**src/rtl/regfile_wb_arbiter.sv**
```systemverilog
// regfile_wb_arbiter
//   Shares the single register-file write port between NREQ writeback
//   sources using round-robin arbitration. It also keeps a pending-write
//   scoreboard that decode uses to find registers whose producer has not
//   yet written back. Register ZERO_REG is never written and never marked
//   pending.
//
// Ports
//   Clk       clock; all state changes on the rising edge
//   Reset_n   asynchronous reset, active low
//   ReqValid  per-lane write request
//   ReqAddr   per-lane destination register, lane i = [5i+4:5i]
//   ReqData   per-lane write data, lane i = [DW*i+DW-1:DW*i]
//   ReqReady  one-hot grant; a transfer happens when Valid & Ready
//   RsvValid  decode wants to reserve RsvAddr
//   RsvAddr   register being reserved
//   RsvReady  reservation accepted this cycle
//   Flush     drop every outstanding reservation
//   Pending   bit r set: register r reserved, write not yet issued
//   RegWr     register-file write enable (registered)
//   RW        register-file write address (registered)
//   BusW      register-file write data (registered)
module regfile_wb_arbiter #(
  parameter int NREQ     = 3,
  parameter int DW       = 64,
  parameter int ZERO_REG = 31
) (
  input  logic               Clk,
  input  logic               Reset_n,
  input  logic [NREQ-1:0]    ReqValid,
  input  logic [5*NREQ-1:0]  ReqAddr,
  input  logic [DW*NREQ-1:0] ReqData,
  output logic [NREQ-1:0]    ReqReady,
  input  logic               RsvValid,
  input  logic [4:0]         RsvAddr,
  output logic               RsvReady,
  input  logic               Flush,
  output logic [31:0]        Pending,
  output logic               RegWr,
  output logic [4:0]         RW,
  output logic [DW-1:0]      BusW
);

  localparam int PW = (NREQ > 1) ? $clog2(NREQ) : 1;
  localparam logic [4:0] ZR = 5'(ZERO_REG);
  localparam logic [PW-1:0] LAST_LANE = PW'(NREQ - 1);

  logic [PW-1:0]   ptr_reg, ptr_next;
  logic [31:0]     pending_reg, pending_next;
  logic            reg_wr_reg;
  logic [4:0]      rw_reg;
  logic [DW-1:0]   bus_w_reg;

  logic [4:0]      lane_addr [NREQ];
  logic [DW-1:0]   lane_data [NREQ];

  logic [NREQ-1:0] grant;
  logic [PW-1:0]   grant_idx;
  logic            grant_found;
  logic            xfer;
  logic [4:0]      sel_addr;
  logic [DW-1:0]   sel_data;
  logic            do_write;
  logic            rsv_ok;

  // Unpack the flat request buses into per-lane views.
  genvar gi;
  generate
    for (gi = 0; gi < NREQ; gi++) begin : g_lane
      assign lane_addr[gi] = ReqAddr[5*gi +: 5];
      assign lane_data[gi] = ReqData[DW*gi +: DW];
    end
  endgenerate

  // Round-robin scan starting at the pointer, wrapping modulo NREQ.
  always_comb begin : arb_comb
    int idx;
    logic [PW-1:0] idx_l;
    grant       = '0;
    grant_idx   = '0;
    grant_found = 1'b0;
    idx         = 0;
    idx_l       = '0;
    for (int k = 0; k < NREQ; k++) begin
      idx = int'(ptr_reg) + k;
      if (idx >= NREQ) begin
        idx = idx - NREQ;
      end
      idx_l = PW'(idx);
      if (!grant_found && ReqValid[idx_l]) begin
        grant_found  = 1'b1;
        grant[idx_l] = 1'b1;
        grant_idx    = idx_l;
      end
    end
  end

  // Grants are suppressed while reset is held so no transfer can be seen.
  assign ReqReady = Reset_n ? grant : '0;
  assign xfer     = Reset_n & grant_found;
  assign sel_addr = lane_addr[grant_idx];
  assign sel_data = lane_data[grant_idx];
  // A transfer to the zero register is consumed but never reaches the file.
  assign do_write = xfer && (sel_addr != ZR);

  assign rsv_ok   = !Flush && ((RsvAddr == ZR) || !pending_reg[RsvAddr]);
  assign RsvReady = Reset_n & rsv_ok;

  always_comb begin
    ptr_next = ptr_reg;
    if (xfer) begin
      ptr_next = (grant_idx == LAST_LANE) ? '0 : grant_idx + 1'b1;
    end
  end

  // Clear from writeback is applied before set from reservation, so a
  // same-cycle retire and re-reserve of one register leaves it pending.
  always_comb begin
    pending_next = pending_reg;
    if (Flush) begin
      pending_next = '0;
    end else begin
      if (do_write) begin
        pending_next[sel_addr] = 1'b0;
      end
      if (RsvValid && RsvReady && (RsvAddr != ZR)) begin
        pending_next[RsvAddr] = 1'b1;
      end
    end
  end

  always_ff @(posedge Clk or negedge Reset_n) begin
    if (!Reset_n) begin
      ptr_reg     <= '0;
      pending_reg <= '0;
      reg_wr_reg  <= 1'b0;
      rw_reg      <= '0;
      bus_w_reg   <= '0;
    end else begin
      ptr_reg     <= ptr_next;
      pending_reg <= pending_next;
      reg_wr_reg  <= do_write;
      // Address/data hold their last values when nothing is written.
      if (do_write) begin
        rw_reg    <= sel_addr;
        bus_w_reg <= sel_data;
      end
    end
  end

  assign Pending = pending_reg;
  assign RegWr   = reg_wr_reg;
  assign RW      = rw_reg;
  assign BusW    = bus_w_reg;

endmodule

```
**config.mk**
```make
export PLATFORM = sky130hd
export DESIGN_NAME = regfile_wb_arbiter
export DESIGN_NICKNAME = d
export VERILOG_FILES = /design/src/rtl/regfile_wb_arbiter.sv
export SDC_FILE = /design/constraint.sdc
export NUM_CORES = 1
export LEC_CHECK = 0
export ABC_AREA = 1
export CAP_MARGIN = 10
export CELL_PAD_IN_SITES_DETAIL_PLACEMENT = 1
export CELL_PAD_IN_SITES_GLOBAL_PLACEMENT = 1
export CORE_MARGIN = 3
export CORE_UTILIZATION = 28
export CTS_BUF_LIST = sky130_fd_sc_hd__clkbuf_2
export DETAILED_ROUTE_END_ITERATION = 8
export MAX_ROUTING_LAYER = met4
export PLACE_DENSITY_LB_ADDON = 0.05
export REMOVE_ABC_BUFFERS = 1
export SYNTH_ARGS = -nofsm -noshare
export SYNTH_HDL_FRONTEND = slang
export SYNTH_SLANG_ARGS = --single-unit
```
**constraint.sdc**
```tcl
create_clock -name Clk -period 2.8 [get_ports Clk]
set_input_delay 0.56 -clock Clk [delete_from_list [all_inputs] [get_ports Clk]]
set_output_delay 0.56 -clock Clk [all_outputs]
set_load 0.02 [all_outputs]
```
==> impl_metrics.json, run 1 <==
{
  "status": "finished, violations left",
  "endpoint_kind": "register",
  "critPathMaxStageDelay_ns": 0.46,
  "synth_edf_count": 0,
  "grt.busiest_layer": "met2",
  "place.gp.congestion": 0.845,
  "ys.flop_type": "dfrtp_1",
  "yosys.area.top_type": "dfrtp_1",
  "layout_setup_ws_ns": -0.160,
  "dp.cells": 1659,
  "cp_cell_sequence": "buf_4 > ha_2 > inv_2 > nand2_1 > nand2_2 > nand2_8 > buf_4 > buf_4 > nand4_4 > nand2_8 > inv_8 > nand2_1 > nand3_2 > nand2_2 > nor2_2 > nand2_4 > nand2_8 > inv_4 > buf_12 > nand2_1 > nand2_1",
  "wl_per_cell_um": 18.5,
  "synth_common_cells": "388 x nand2_1, 134 x o21ai_0, 111 x nor2_1",
  "syn_to_final_growth_pct": 71.7,
  "path_class": "reg -> reg",
  "antenna_found_initial": 3,
  "antenna_left": 0,
  "num_rows": 56,
  "drc_errors": 0,
  "rsz0062_at_grt": "yes",
  "clock-root-buffer": "clkbuf_2",
  "coreArea_um2": 23600,
  "p_sw_share_pct": 53.1,
  "insertion_delay_ns": 0.66,
  "fin_setup_tns_ns": -7.33,
  "worstPathArrival_ns": 3.54,
  "fmax_mhz": 338,
  "first_iter_violations": 364,
  "clockBufferDepth": 2,
  "use_met2_pct": 42.0,
  "skew_ns": 0.0419,
  "drt-total-wl_um": 31700,
  "peakVddDrop_v": 0.000618,
  "p_switching_uw": 7620,
  "synth_async_sr_flop_share_pct": 100,
  "cts_buffers": 9,
  "instances_no_fill": 1711,
  "slew_headroom_pct": 42.7,
  "fin_crit_sh_pct": 106,
  "ys_ff_latch": 104,
  "min_path_type": "in -> reg",
  "grt_pass1_vias": 8664,
  "grt_overflow": 0,
  "setup_violations": 85,
  "combPwrFrac_pct": 78.0,
  "fill_cells": 2948,
  "port_buffers": 324,
  "vias_per_cell": 4.76,
  "p_total_uw": 14300,
  "cts_tree": "yes",
  "violations": "setup timing",
  "tightest_slew_ns": 0.859,
  "start_kind": "register",
  "grt.total_usage_pct": 24.0,
  "clock_sinks": 104,
  "p_leak_uw": 0.00502,
  "p_int_uw": 6720,
  "p_per_area_nw_per_um2": 1240,
  "cap_violations": 0,
  "critPathMostFrequentCell": "nand2_1",
  "yosysSeqAreaShare_pct": 38.6,
  "grt_use_met1_pct": 27.1,
  "syn_avg_cell_area_um2": 6.84,
  "p_clk_share_pct": 5.6,
  "synth_top_area_share_pct": 38.6,
  "post-synth-top-count-cell": "nand2_1",
  "ys_top_cells_by_area": "dfrtp_1 39%, nand2_1 22%, o21ai_0 9.9%",
  "dp_slack_ns": -0.816,
  "finalHoldViolCount": 0,
  "critPathMaxFanout": 21,
  "clk_pin_slew_worst_paths_ns": 0.31,
  "die_h_um": 161,
  "syn-cell-area_um2": 6750,
  "synthCells": 986,
  "yosysWarnings": 0,
  "num-nets-final": 1607,
  "grt_util_met3_pct": 6.59,
  "critPathRequiredTime_ns": 3.38,
  "hold_slack_ns": 0.491,
  "io_pins": 325,
  "fp.dieW_um": 161,
  "slew_viol_final": 0,
  "grt_pass1_wl_um": 47700,
  "initial_core_util_pct": 28.6,
  "p_seq_share_pct": 16.4,
  "largest_reg_flops": 64,
  "final_layout_size_suffix_gt1_share_pct": 18.2,
  "routed-via-count": 8142,
  "slowest_stage": "dfrtp_1",
  "grt_max_degree": 64,
  "ctsHtreeMaxLevel": 3,
  "ys_types": 34,
  "firstDrtPassIters": 4,
  "post-dp-hpwl_um": 23500,
  "die-area_um2": 26000,
  "post-route-min-period_ns": 2.96
}
[per-stage QoR]
| step | utilization [%] | area, um^2 |
|---|---|---|
| after floorplan | - | 6460 |
| after global placement | 46.0 | 10900 |
| after detailed placement | 46.0 | 10900 |
| after CTS | 47.6 | 11200 |
| after global routing | 49.1 | 11600 |
| final | 49.1 | 11600 |
[routing by layer]
metal,vias to the layer above,part of all wire [%],wire length (um)
met5,-,0,0
met4,0,2.4,773
met3,37,6.6,2100
met2,231,51,16100
met1,3892,40,12700
li1,3982,-,-
[layout by cell type, fill, tap and decap left out, types with 5 or more instances in the layout]
cell type	Yosys	routed
o21ai_0	134	131
nand3_1	30	24
a22oi_1	16	13
inv_1	27	22
nor2_1	111	106
a21oi_2	20	24
inv_2	6	7
nand2_1	388	382
inv_4	1	5
buf_6	8	5
nor2_2	1	5
nand2_2	13	14
dfrtp_1	104	103
buf_4	0	104
clkdlybuf4s50_1	0	317
a21oi_1	14	10
nand4_1	8	8
nor3_1	9	9
clkbuf_2	0	9
nand3_2	23	27
buf_12	0	10
nand2_4	4	7
[layout make-up]
type,instances,area [um^2],share of cell area (%)
timing repair buffer,444,4370,37.7
multi-input combinational,788,3920,33.8
sequential,104,2600,22.5
tap,319,399,3.44
inverter,37,160,1.38
clock inverter,7,81.3,0.702
clock buffer,9,45.0,0.389
antenna,3,7.51,0.0648
[timing repair]
| action | in CTS | in global routing |
|---|---|---|
| endpoints found under the setup margin | 73 | 102 |
| hold endpoints to repair | 39 | 0 |
| buffers inserted | 15 | 13 |
| gates resized for setup | 59 | 31 |
| pin swaps | 15 | 10 |
| hold buffers | 1 | 0 |
| cloned | 0 | 4 |
[worst paths after layout]
kind / from / to / slack [ns] / cells past startpoint
min reg2reg: BusW[43] / BusW[43] / 0.52 / 2
min: RsvAddr[0] / Pending[26] / 0.49 / 5
min in group asynchronous: Reset_n / Pending[6] / 0.53 / 3
max: ptr_reg[0] / BusW[57] / -0.16 / 21
max in group asynchronous: Reset_n / BusW[60] / 0.96 / 4
max reg2reg: ptr_reg[0] / BusW[57] / -0.16 / 21
[power groups by stage]
stage	logic (uW)	clock network (uW)	registers [uW]
2_1_floorplan	4720	0	2950
3_3_place_gp	10100	0	2360
3_5_place_dp	10200	0	2370
4_1_cts	10600	840	2360
6_report	11200	804	2350
5_1_grt	12400	902	2420
[cell families (layout without fill, tap and decap cells)]
group,after synthesis,after routing,synth area share [%]
simple gates,594,594,38.2
compound gates,190,190,16.1
flops,104,104,38.6
other cells,0,3,0
buf+inv,94,497,6.38
fa+ha+maj,4,4,0.742
[worst max-delay path: cells and delay by family (launching register included)]
| kind | cells | cell delay [ns] |
|---|---|---|
| fa+ha+maj | 1 | 0.20 |
| buf+inv | 7 | 0.83 |
| flops | 1 | 0.46 |
| simple gates | 13 | 1.35 |
(Power assumes the default switching activity.)
==> run 2, diff against run 1 <==
- SLEW_MARGIN: not set -> 15
==> results of run 2 <==
Final layout, timing and power as in run 1 (identical DEF).
==> run 3, diff against run 2 <==
- SKIP_CTS_REPAIR_TIMING: not set -> 1
==> run 3 against run 2 <==
- the run still ends with setup timing left
- clock power barely moved
- final cell count increased by 1.7%
- combinational power up 16%
- total power increased by 13%
- worst hold slack got worse by 0.083 ns
- largest power group unchanged
- highest routed layer unchanged
- register-to-register slack worse by 0.08 ns
==> impl_metrics.json, run 3 (same netlist as run 1, synthesis figures left out) <==
{
  "clk_pin_slew_worst_paths_ns": 0.31,
  "fill_cells": 2889,
  "dp_slack_ns": -0.816,
  "rsz0062_at_grt": "yes",
  "finalHoldViolCount": 0,
  "first_iter_violations": 349,
  "post-dp-hpwl_um": 23500,
  "cts_tree": "yes",
  "violations": "setup timing",
  "ff2ff_path_depth": 20,
  "syn_to_final_growth_pct": 82.9,
  "firstDrtPassIters": 4,
  "grt_pass1_vias": 8544,
  "layout_setup_ws_ns": -0.238,
  "fin_crit_sh_pct": 108,
  "num-nets-final": 1636,
  "final_util_pct": 52.3,
  "hold_depth": 5,
  "insertion_delay_ns": 0.65,
  "antenna_found_initial": 3,
  "num_rows": 56,
  "grt_use_met1_pct": 26.8,
  "mostFrequentLayoutCells": "364 x nand2_1, 317 x clkdlybuf4s50_1, 129 x o21ai_0",
  "path_class": "reg -> reg",
  "routed-via-count": 8340,
  "start_kind": "register",
  "path_buf_inv": 6,
  "layout_commonest_cell": "nand2_1",
  "use_met2_pct": 40.8,
  "fp.dieW_um": 161,
  "wl_per_cell_um": 19.7,
  "grt.total_usage_pct": 23.5,
  "die_h_um": 161,
  "fin_setup_tns_ns": -15.30,
  "cpLargestDelayFamily": "simple AND/OR/NAND/NOR gates",
  "cap_violations": 0,
  "grt_max_degree": 64,
  "p_leak_uw": 0.00537,
  "vias_per_cell": 4.79,
  "setup_violations": 100,
  "place.gp.congestion": 0.845,
  "peakVddDrop_v": 0.000654,
  "cts_buffers": 9,
  "coreArea_um2": 23600,
  "io_pins": 325,
  "grt_overflow": 0,
  "grt.busiest_layer": "met2",
  "clockBufferDepth": 2,
  "worstPathArrival_ns": 3.63,
  "min_path_type": "in -> reg",
  "cp_num_cells": 20,
  "die-area_um2": 26000,
  "drc_errors": 0,
  "clock-root-buffer": "clkbuf_2",
  "endpoint_kind": "register",
  "initial_core_util_pct": 28.6,
  "cp_cell_sequence": "inv_4 > ha_4 > inv_4 > nand2_4 > nand3_4 > buf_6 > nand2_8 > nand4_4 > buf_4 > nand2_4 > nand2_1 > nand3_2 > nand2_4 > nor2_4 > nand2_4 > nand2_8 > buf_12 > clkbuf_16 > nand2_1 > nand2_1",
  "critPathRequiredTime_ns": 3.40,
  "fmax_mhz": 329,
  "slowest_stage": "dfrtp_2",
  "post-route-min-period_ns": 3.04,
  "tightest_slew_ns": 0.851,
  "status": "finished, violations left",
  "drt-total-wl_um": 34200,
  "final_layout_size_suffix_gt1_share_pct": 21.9,
  "skew_ns": 0.0327,
  "slew_viol_final": 0,
  "critPathMaxFanout": 8,
  "grt_util_met3_pct": 6.62,
  "p_per_area_nw_per_um2": 1310,
  "ctsHtreeMaxLevel": 3,
  "grt_pass1_wl_um": 46800,
  "slew_headroom_pct": 43.3,
  "dp.cells": 1659,
  "p_total_uw": 16200,
  "instances_no_fill": 1740,
  "clock_sinks": 104,
  "critPathMaxStageDelay_ns": 0.53,
  "critPathMostFrequentCell": "nand2_4",
  "largest_reg_flops": 64,
  "port_buffers": 324,
  "antenna_left": 0
}
==> run 3: cell count changes in the layout (fill, tap and decap cells not counted), moves of 3 or more <==
| cell | previous run | this run |
|---|---|---|
| buf_12 | 10 | 13 |
| buf_4 | 104 | 101 |
| nand2_1 | 382 | 364 |
| buf_6 | 5 | 15 |
| nor2_2 | 5 | 8 |
| nor2_1 | 106 | 103 |
| nand3_1 | 24 | 17 |
| nand2_2 | 14 | 19 |
| nand3_4 | 3 | 6 |
| buf_8 | 0 | 5 |
| nand2_4 | 7 | 21 |
| nand3_2 | 27 | 31 |
| clkbuf_16 | 3 | 14 |
==> run 3: area by class of cell <==
| type | count | area, um^2 | area share [%] |
|---|---|---|---|
| well taps | 319 | 399 | 3.23 |
| flip-flops and latches | 104 | 2600 | 21.1 |
| repair buffers | 469 | 4850 | 39.3 |
| repair inverters | 2 | 18.8 | 0.152 |
| multi-input cells | 790 | 4140 | 33.6 |
| clock inverters | 7 | 81.3 | 0.659 |
| clock buffers | 9 | 45.0 | 0.365 |
| diodes | 3 | 7.51 | 0.0608 |
| inverters | 37 | 196 | 1.59 |
==> run 3: worst reg2reg max path, stage by stage, from the launching register on <==
cell and delay, ns:
dfrtp_2 0.53, inv_4 0.11, ha_4 0.19, inv_4 0.06, nand2_4 0.08, nand3_4 0.12, buf_6 0.16, nand2_8 0.09
nand4_4 0.18, buf_4 0.19, nand2_4 0.09, nand2_1 0.11, nand3_2 0.12, nand2_4 0.09, nor2_4 0.13, nand2_4 0.10
nand2_8 0.19, buf_12 0.20, clkbuf_16 0.16, nand2_1 0.05, nand2_1 0.07
==> run 3: metrics by stage <==
step	hold slack, ns	instance area, um^2
after floorplan	0.264	6460
after global placement	0.462	10900
after detailed placement	0.464	10900
after CTS	-0.0675	11000
after global routing	0.377	12300
final	0.408	12300
==> run 3: layer usage <==
metal / up-vias / wire [um]
li1: 4054 / -
met1: 4024 / 13800
met2: 222 / 17600
met3: 40 / 2040
met4: 0 / 813
met5: - / 0
==> run 3: report_power, final <==
part / switching [uW] / total, uW / internal [uW]
sequential: 317 / 2380 / 2060
combinational: 7510 / 13000 / 5460
clock: 590 / 805 / 215
==> run 3: final timing paths <==
| check | slack [ns] | end | startpoint |
|---|---|---|---|
| min in group asynchronous | 0.53 | BusW[43] | Reset_n |
| hold reg to reg | 0.52 | BusW[26] | BusW[26] |
| hold / removal | 0.41 | Pending[26] | RsvAddr[0] |
| max in group asynchronous | 0.93 | ptr_reg[1] | Reset_n |
| setup / recovery | -0.24 | BusW[18] | ptr_reg[1] |
| setup reg to reg | -0.24 | BusW[18] | ptr_reg[1] |
